--- src/rtl/tlb_pkg.sv ---
// tlb_pkg: shared FSM state encoding and default address/page/PCID widths for the TLB refill controller
package tlb_pkg;
  localparam int SADDR_DEF = 64;
  localparam int SPAGE_DEF = 12;
  localparam int SPCID_DEF = 12;
  typedef enum logic [2:0] {IDLE, LOOKUP, WALK_REQ, WALK_WAIT, INSERT, RESP, FLUSH} state_t;
endpackage

--- src/rtl/tlb_rr_arb.sv ---
// tlb_rr_arb: 2-way round-robin arbiter (clk, rst, en, req[1:0] -> gnt[1:0]); last-granted port loses ties, port 0 favoured after rst
module tlb_rr_arb (
  input  logic       clk,
  input  logic       rst,
  input  logic       en,
  input  logic [1:0] req,
  output logic [1:0] gnt
);
  logic last;
  always_comb gnt = !en ? 2'b00 : (&req) ? (last ? 2'b01 : 2'b10) : req;
  always_ff @(posedge clk or posedge rst)
    if (rst) last <= 1'b1;
    else if (|gnt) last <= gnt[1];
endmodule

--- src/rtl/tlb_refill_ctrl.sv ---
// tlb_refill_ctrl: TLB lookup/refill FSM; ports req_*/rsp_* (2-port requests), tlb_* (lookup/insert/shutdown), walk_* (page walker), flush/flush_done; define TLB_CTRL_PERF_EN for perf_hit/perf_miss/perf_fault counters
module tlb_refill_ctrl
  import tlb_pkg::*;
#(
  parameter int SADDR     = SADDR_DEF,
  parameter int SPAGE     = SPAGE_DEF,
  parameter int SPCID     = SPCID_DEF,
  parameter int LKP_TO    = 4,
  parameter int FLUSH_CYC = 3
) (
  input  logic [1:0]         req_valid,
  input  logic               clk,
  input  logic               rst,
  output logic [1:0]         req_ready,
  input  logic [2*SADDR-1:0] req_va,
  input  logic [2*SPCID-1:0] req_pcid,
  output logic [1:0]         rsp_valid,
  output logic [SADDR-1:0]   rsp_pa,
  output logic               rsp_fault,
  input  logic               flush,
  output logic               flush_done,
  output logic [SADDR-1:0]   tlb_va,
  output logic [SPCID-1:0]   tlb_pcid,
  output logic [SADDR-1:0]   tlb_pa,
  output logic               tlb_insert,
  output logic               tlb_shutdown,
  input  logic               tlb_hit,
  input  logic               tlb_miss,
  input  logic [SADDR-1:0]   tlb_ta,
  output logic               walk_valid,
  input  logic               walk_ready,
  output logic [SADDR-1:0]   walk_va,
  output logic [SPCID-1:0]   walk_pcid,
  input  logic               walk_rsp_valid,
  input  logic [SADDR-1:0]   walk_rsp_pa,
  input  logic               walk_rsp_fault
`ifdef TLB_CTRL_PERF_EN
  ,
  output logic [31:0]        perf_hit,
  output logic [31:0]        perf_miss,
  output logic [31:0]        perf_fault
`endif
);
  localparam int CMAX = LKP_TO > FLUSH_CYC ? LKP_TO : FLUSH_CYC;
  localparam int CW = $clog2(CMAX + 1) + 1;
  state_t state, nxt;
  logic [CW-1:0] cnt;
  logic [SADDR-1:0] va_q, pa_q, sel_va;
  logic [SPCID-1:0] pcid_q, sel_pcid;
  logic [1:0] gnt;
  logic port_q, hit_q, fault_q;
  tlb_rr_arb u_arb (.clk(clk), .rst(rst), .en(state == IDLE && !flush && !rst), .req(req_valid), .gnt(gnt));
  assign sel_va = gnt[1] ? req_va[SADDR +: SADDR] : req_va[0 +: SADDR];
  assign sel_pcid = gnt[1] ? req_pcid[SPCID +: SPCID] : req_pcid[0 +: SPCID];
  always_comb begin
    nxt = state;
    case (state)
      IDLE:      nxt = flush ? FLUSH : (|gnt) ? LOOKUP : IDLE;
      LOOKUP:    nxt = tlb_hit ? RESP : (tlb_miss || cnt == CW'(LKP_TO - 1)) ? WALK_REQ : LOOKUP;
      WALK_REQ:  nxt = walk_ready ? WALK_WAIT : WALK_REQ;
      WALK_WAIT: nxt = !walk_rsp_valid ? WALK_WAIT : walk_rsp_fault ? RESP : INSERT;
      INSERT:    nxt = RESP;
      RESP:      nxt = IDLE;
      FLUSH:     nxt = cnt == CW'(FLUSH_CYC) ? IDLE : FLUSH;
      default:   nxt = IDLE;
    endcase
  end
  always_ff @(posedge clk or posedge rst)
    if (rst) begin
      state   <= IDLE;
      cnt     <= '0;
      va_q    <= '0;
      pcid_q  <= '0;
      pa_q    <= '0;
      port_q  <= 1'b0;
      hit_q   <= 1'b0;
      fault_q <= 1'b0;
    end else begin
      state <= nxt;
      cnt   <= (nxt != state) ? '0 : cnt + 1'b1;
      if (|gnt) begin
        va_q    <= sel_va;
        pcid_q  <= sel_pcid;
        port_q  <= gnt[1];
        hit_q   <= 1'b0;
        fault_q <= 1'b0;
      end
      if (state == LOOKUP && tlb_hit) begin
        pa_q  <= tlb_ta;
        hit_q <= 1'b1;
      end
      if (state == WALK_WAIT && walk_rsp_valid) begin
        pa_q    <= walk_rsp_pa;
        fault_q <= walk_rsp_fault;
      end
    end
  assign req_ready    = gnt;
  assign tlb_va       = state == IDLE ? ((|gnt) ? sel_va : '0) : va_q;
  assign tlb_pcid     = state == IDLE ? ((|gnt) ? sel_pcid : '0) : pcid_q;
  assign tlb_insert   = state == INSERT;
  assign tlb_pa       = tlb_insert ? pa_q : '0;
  assign tlb_shutdown = state == IDLE && flush && !rst;
  assign flush_done   = state == FLUSH && cnt == CW'(FLUSH_CYC);
  assign walk_valid   = state == WALK_REQ;
  assign walk_va      = va_q;
  assign walk_pcid    = pcid_q;
  assign rsp_valid    = state != RESP ? 2'b00 : port_q ? 2'b10 : 2'b01;
  assign rsp_fault    = state == RESP && fault_q;
  assign rsp_pa       = state != RESP ? '0 : hit_q ? pa_q : {pa_q[SADDR-1:SPAGE], va_q[SPAGE-1:0]};
`ifdef TLB_CTRL_PERF_EN
  always_ff @(posedge clk or posedge rst)
    if (rst) begin
      perf_hit   <= '0;
      perf_miss  <= '0;
      perf_fault <= '0;
    end else if (state == RESP) begin
      if (hit_q && !(&perf_hit)) perf_hit <= perf_hit + 32'd1;
      if (!hit_q && !fault_q && !(&perf_miss)) perf_miss <= perf_miss + 32'd1;
      if (fault_q && !(&perf_fault)) perf_fault <= perf_fault + 32'd1;
    end
`endif
endmodule

--- config.mk ---
export PLATFORM = sky130hd
export DESIGN_NAME = tlb_refill_ctrl
export DESIGN_NICKNAME = d
export VERILOG_FILES = /design/src/rtl/tlb_pkg.sv /design/src/rtl/tlb_rr_arb.sv /design/src/rtl/tlb_refill_ctrl.sv
export SDC_FILE = /design/constraint.sdc
export NUM_CORES = 1
export LEC_CHECK = 0
export ABC_AREA = 1
export CORE_AREA = 10 10 215 217
export DETAILED_ROUTE_END_ITERATION = 6
export DIE_AREA = 0 0 225 227
export GPL_TIMING_DRIVEN = 0
export PLACE_DENSITY = 0.62
export SLEW_MARGIN = 15
export SYNTH_ARGS = -nofsm -noshare
export SYNTH_HDL_FRONTEND = slang
export SYNTH_SLANG_ARGS = --single-unit
--- constraint.sdc ---
create_clock -name clk -period 10.8 [get_ports clk]
set_clock_uncertainty 0.15 [all_clocks]
set_input_delay 2.16 -clock clk [delete_from_list [all_inputs] [get_ports clk]]
set_output_delay 2.16 -clock clk [all_outputs]
set_load 0.05 [all_outputs]
### Word-level counts from Yosys, hierarchy flattened

Index checks and enable logic that the tools add are counted.

* add/sub/neg operators: 1
* equality and inequality tests: 9
* reduce and logical (&&, ||, !) cells: 17
* multiplexer cells: 29

Operators by type and width (count)
* $mux W64: 7
* $mux W12: 4
* $pmux W3 S6: 1
* $mux W2: 6
* $mux W3: 4
* $eq A3 B3 Y1 const B: 3
* $logic_and A1 B1 Y1: 8
* $eq A3 B2 Y1 const B: 2
* $mux W1: 6
* $reduce_bool A2 Y1: 3
* $add A4 B1 Y4 const B: 1
* $eq A4 B2 Y1 const B: 1
* $mux W4: 1
* $eq A3 B1 Y1 const B: 1
* $logic_not A3 Y1: 1
* $ne A3 B3 Y1: 1
* $ne A3 B3 Y1 const B: 1
* $logic_not A1 Y1: 2
* $reduce_and A2 Y1: 1
* $reduce_or A2 Y1: 1
* $logic_or A1 B1 Y1: 1

* bits of input ports: 290
* flip-flop bits (word level): 151

### Depth between registers and ports, before layout

* depth in word-level cells: 10
* depth in mapped cells: 10
* gate-level depth less buffers: 10

### Cells and area by module

From an unflattened synthesis, not the netlist that was laid out.

* cell total of the unflattened synthesis: 1273
* area, all modules: 8592.0 µm²

Modules (own cells, without submodules)
* tlb_refill_ctrl: times used 1, area each 8523.2 µm², cells an instance 1261
* tlb_rr_arb: times used 1, area each 68.8 µm², cells an instance 12

### Worst setup path before layout

No wires, ideal clock.

* path kind: input -> output
* start point: input port flush
* end point: output port tlb_va[5]
* arrival time: 3666 ps
* path buffers: 2
* cell stages on the path: 9
* data required time: 8490 ps
* setup slack: 4824 ps
* cell sequence: inv_1 -> nand3_2 -> nor2_4 -> nand3_4 -> inv_2 -> buf_2 -> buf_4 -> o21ai_1 -> o21ai_0

* longest elaborated chain between the ends: 7
* elaborated cells on any way between the ends: 8

RTL lines
* from (decl): line tlb_refill_ctrl.sv:20 `input logic flush,`
* $logic_not A1 Y1 (*): line tlb_refill_ctrl.sv:52 `tlb_rr_arb u_arb (.clk(clk), .rst(rst), .en(state == IDLE && !flush && !rst), .req(req_valid), .gnt(gnt));`
* $logic_and A1 B1 Y1 (*) (2 in series): line tlb_refill_ctrl.sv:52
* $mux W2 (*): line tlb_rr_arb.sv:10 `always_comb gnt = !en ? 2'b00 : (&req) ? (last ? 2'b01 : 2'b10) : req;`
* net req_ready[1]: line tlb_refill_ctrl.sv:14 `output logic [1:0] req_ready,`
* $mux W64 / $reduce_or A2 Y1 (equally long branches): line tlb_refill_ctrl.sv:53, tlb_refill_ctrl.sv:98
* $mux W64 (*) (2 in series): line tlb_refill_ctrl.sv:98 `assign tlb_va = state == IDLE ? ((|gnt) ? sel_va : '0) : va_q;`
* to (decl): line tlb_refill_ctrl.sv:22 `output logic [SADDR-1:0] tlb_va,`

The timed path passes the listed nets; every way through them passes the cells marked *.

### Worst setup path in the final report

* start point: input port req_valid[1]
* end point: output port tlb_va[60]

* longest elaborated chain between the ends: 6
* elaborated cells on any way between the ends: 7

RTL lines
* from (decl): line tlb_refill_ctrl.sv:11 `input logic [1:0] req_valid,`
* $reduce_and A2 Y1: line tlb_rr_arb.sv:10
* $mux W2 (*) (2 in series): line tlb_rr_arb.sv:10
* $mux W64 / $reduce_or A2 Y1 (equally long branches): line tlb_refill_ctrl.sv:53, tlb_refill_ctrl.sv:98
* $mux W64 (*) (2 in series): line tlb_refill_ctrl.sv:98

Mark *: on every way between the ends. The rest lies on a longest branch, timed or not.

==> flow_metrics.py <==
metrics = {
    "pwr": {
        "clkPwrFrac": 0.117,
        "p_seq_frac": 0.181,
        "p_int_mw": 2.301,
        "power.leakage_nw": 6.723,
        "p_sw_frac": 0.5731,
        "p_switching_mw": 3.089,
        "comb_power_share": 0.702,
        "powerDensity_nw_per_um2": 347.5,
        "vdd_drop_max_mv": 0.1459,
    },
    "logic_synthesis": {
        "synth.cell_area_sq_um": 8417,
        "synthCells": 1201,
        "yosysWarnings": 0,
        "synth-edff-count": 0,
        "ys_seq_area_frac": 0.4491,
        "yosysTopAreaCell": "dfrtp_1",
        "synth_top_area_frac": 0.4460,
        "synth_seq_cells": 151,
        "synth_most_common_cell": "nor2_1",
        "ys_top_cells_by_count": "346 x nor2_1, 236 x o21ai_0, 172 x inv_1",
        "synth_flop_cell": "dfrtp_1",
        "yosys-top-cells-area": "dfrtp_1 45%, nor2_1 15%, o21ai_0 14%",
        "synth_cell_types": 30,
        "synth_fp_nets": 1492,
        "async_flop_share": 1.000,
        "avgSynthCellArea_sq_um": 7.008,
    },
    "timing": {
        "period_share": 0.7125,
        "fin_crit_ns": 7.695,
        "hold_viol": 0,
        "fmax_mhz": 129.9,
        "slew_headroom": 0.4453,
        "maxSlewViolCount": 0,
        "worst_slew_pin_slew_ns": 0.8257,
        "rsz0062_at_grt": "false",
        "final.setup.tns_ns": 0,
        "setup_viol": 0,
        "whs_ns": 0.3227,
    },
    "clocking": {
        "postCtsHoldBufs": 0,
        "htree_num_levels": 4,
        "cts_buffer_depth": 2,
        "post_cts_buffers": 0,
        "clkTransAtPathRegs_ns": 0.06,
        "cts_sinks": 151,
        "cts_resized": 0,
        "cts-root-buf": "clkbuf_16",
        "cts_tree": "done",
        "clock_latency_ns": 0.47,
        "cts_inserted_buffers": 17,
    },
    "cells_and_area": {
        "finish.utilization": 0.3714,
        "drive_gt1_frac": 0.04139,
        "seq_area_sq_um": 3780,
        "multi_input_area_sq_um": 3597,
        "fin_cells": 2356,
        "final_nets": 2090,
        "syn_to_final_growth_pct": 84.29,
        "design_area_sq_um": 15510,
        "fillers": 4352,
    },
    "placement": {
        "portBuffers": 578,
        "gp_congestion": 0.9219,
        "dp_hpwl_um": 47330,
        "post_dp_cell_area_sq_um": 14910,
        "dp.cells": 2319,
    },
    "drt": {
        "vias": 10580,
        "drt_iter0_drc": 595,
        "finalWirelength_um": 56550,
        "wl_per_cell_um": 24.00,
        "drcViolationCount": 0,
        "viasPerCell": 4.491,
        "ant_nets": 0,
        "firstDrtPassIters": 5,
    },
    "worst_setup_path": {
        "cp-end-kind": "output port",
        "cp_max_fo": 10,
        "path_class": "input port to output port",
        "crit_path_start_kind": "input port",
        "cp_data_required_time_ns": 8.49,
        "arrival_ns": 5.39,
    },
    "floorplanning": {
        "ioPinCount": 579,
        "fp-row-count": 75,
        "die_w_um": 225,
        "initial_utilization": 0.2016,
        "core_region_area_sq_um": 41760,
        "dieHeight_um": 227,
        "dieArea_sq_um": 51080,
    },
    "global_routing": {
        "overflow": 0,
        "antenna_found_initial": 8,
        "grt_max_degree": 92,
        "grt_pass1_vias": 11320,
        "track_usage": 0.2153,
        "grt_pass1_wl_um": 79460,
    },
    "worst_hold_path": {
        "hold_class": "flop to flop",
    },
    "flow_run": {
        "cap_viol_max_count": 0,
    },
    "run_status": {
        "status": "completed",
    },
}
[through the flow]
| step | setup WS [ns] | power (mW) |
|---|---|---|
| 2_1_floorplan | 4.427 | 3.292 |
| 3_3_place_gp | 1.541 | 4.787 |
| 3_5_place_dp | 3.033 | 4.808 |
| 4_1_cts | 2.931 | 5.460 |
| 5_1_grt | 2.856 | 5.661 |
| 6_report | 3.105 | 5.391 |
[per-layer routing]
| metal | track usage | wire length, um | up-vias |
|---|---|---|---|
| met5 | 0 | 50 | - |
| met4 | 0.09322 | 1667 | 6 |
| met3 | 0.08609 | 5586 | 55 |
| met2 | 0.3906 | 29100 | 478 |
| met1 | 0.2144 | 20150 | 5002 |
| li1 | - | - | 5040 |
[worst max-delay path: stages]
cell and delay (ns):
clkdlybuf4s50_1 0.58, a21oi_2 0.11, o21ai_2 0.63, clkbuf_1 0.46
nor2_1 0.09, o21ai_1 0.36, o21ai_0 0.20, clkdlybuf4s50_1 0.78
[cell type report]
| class | instances | area share |
|---|---|---|
| multi-input cells | 790 | 0.2319 |
| clock inverters | 14 | 0.009518 |
| well taps | 539 | 0.04348 |
| clock buffers | 18 | 0.02831 |
| plain buffers | 83 | 0.02420 |
| diodes | 5 | 0.0008066 |
| inverters | 177 | 0.04332 |
| repair buffers | 579 | 0.3748 |
| flip-flops and latches | 151 | 0.2437 |
[path summary, 6_finish.rpt]
path	cells after the start	slack, ns	from	end
worst max-delay path	8	3.10	req_valid[1]	tlb_va[60]
worst min-delay path	1	0.32	cnt[0]	cnt[0]
worst max register to register	9	8.18	u_arb.last	walk_va[58]
worst min register to register	1	0.32	cnt[0]	cnt[0]
max in group asynchronous	3	7.52	rst	pa_q[21]
min in group asynchronous	2	2.19	rst	walk_va[13]
[registers in the layout (all words and copies together), names as in the netlist]
register / cells
cnt: 4
fault_q: 1
hit_q: 1
pa_q: 64
port_q: 1
state: 3
u_arb.last: 1
walk_pcid: 12
walk_va: 64
[logic make-up (layout without fill, tap and decap cells)]
| kind of cell | after synthesis | count (layout) | share of synthesized area |
|---|---|---|---|
| and+or+nand+nor | 412 | 412 | 0.1900 |
| AOI/OAI and AO/OA | 375 | 375 | 0.2338 |
| buffers and inverters | 260 | 871 | 0.1235 |
| DFF | 151 | 151 | 0.4491 |
| xor gates and xnor gates | 2 | 2 | 0.002082 |
| adders and majority gates | 1 | 1 | 0.001486 |
| other | 0 | 5 | 0 |
[layout by cell type, fill, tap and decap left out, types with 8 or more instances in the layout]
cell             count
nor2_1             346
buf_2               19
o22ai_1             64
inv_1              171
clkbuf_16           17
nand2_1             47
o21ai_1             72
o21ai_0            236
dfrtp_1            150
nand3_1              8
clkbuf_1            50
clkdlybuf4s50_1    578
[power groups by stage]
| stage | registers [mW] | logic, mW | clock network [mW] |
|---|---|---|---|
| finish | 0.975 | 3.79 | 0.629 |
| global route | 1.01 | 3.99 | 0.665 |
| CTS | 0.975 | 3.84 | 0.647 |
| detailed placement | 0.984 | 3.82 | 0 |
| global placement | 0.978 | 3.81 | 0 |
| floorplan | 1.47 | 1.82 | 0 |
Power figures use the tool's default switching activity.
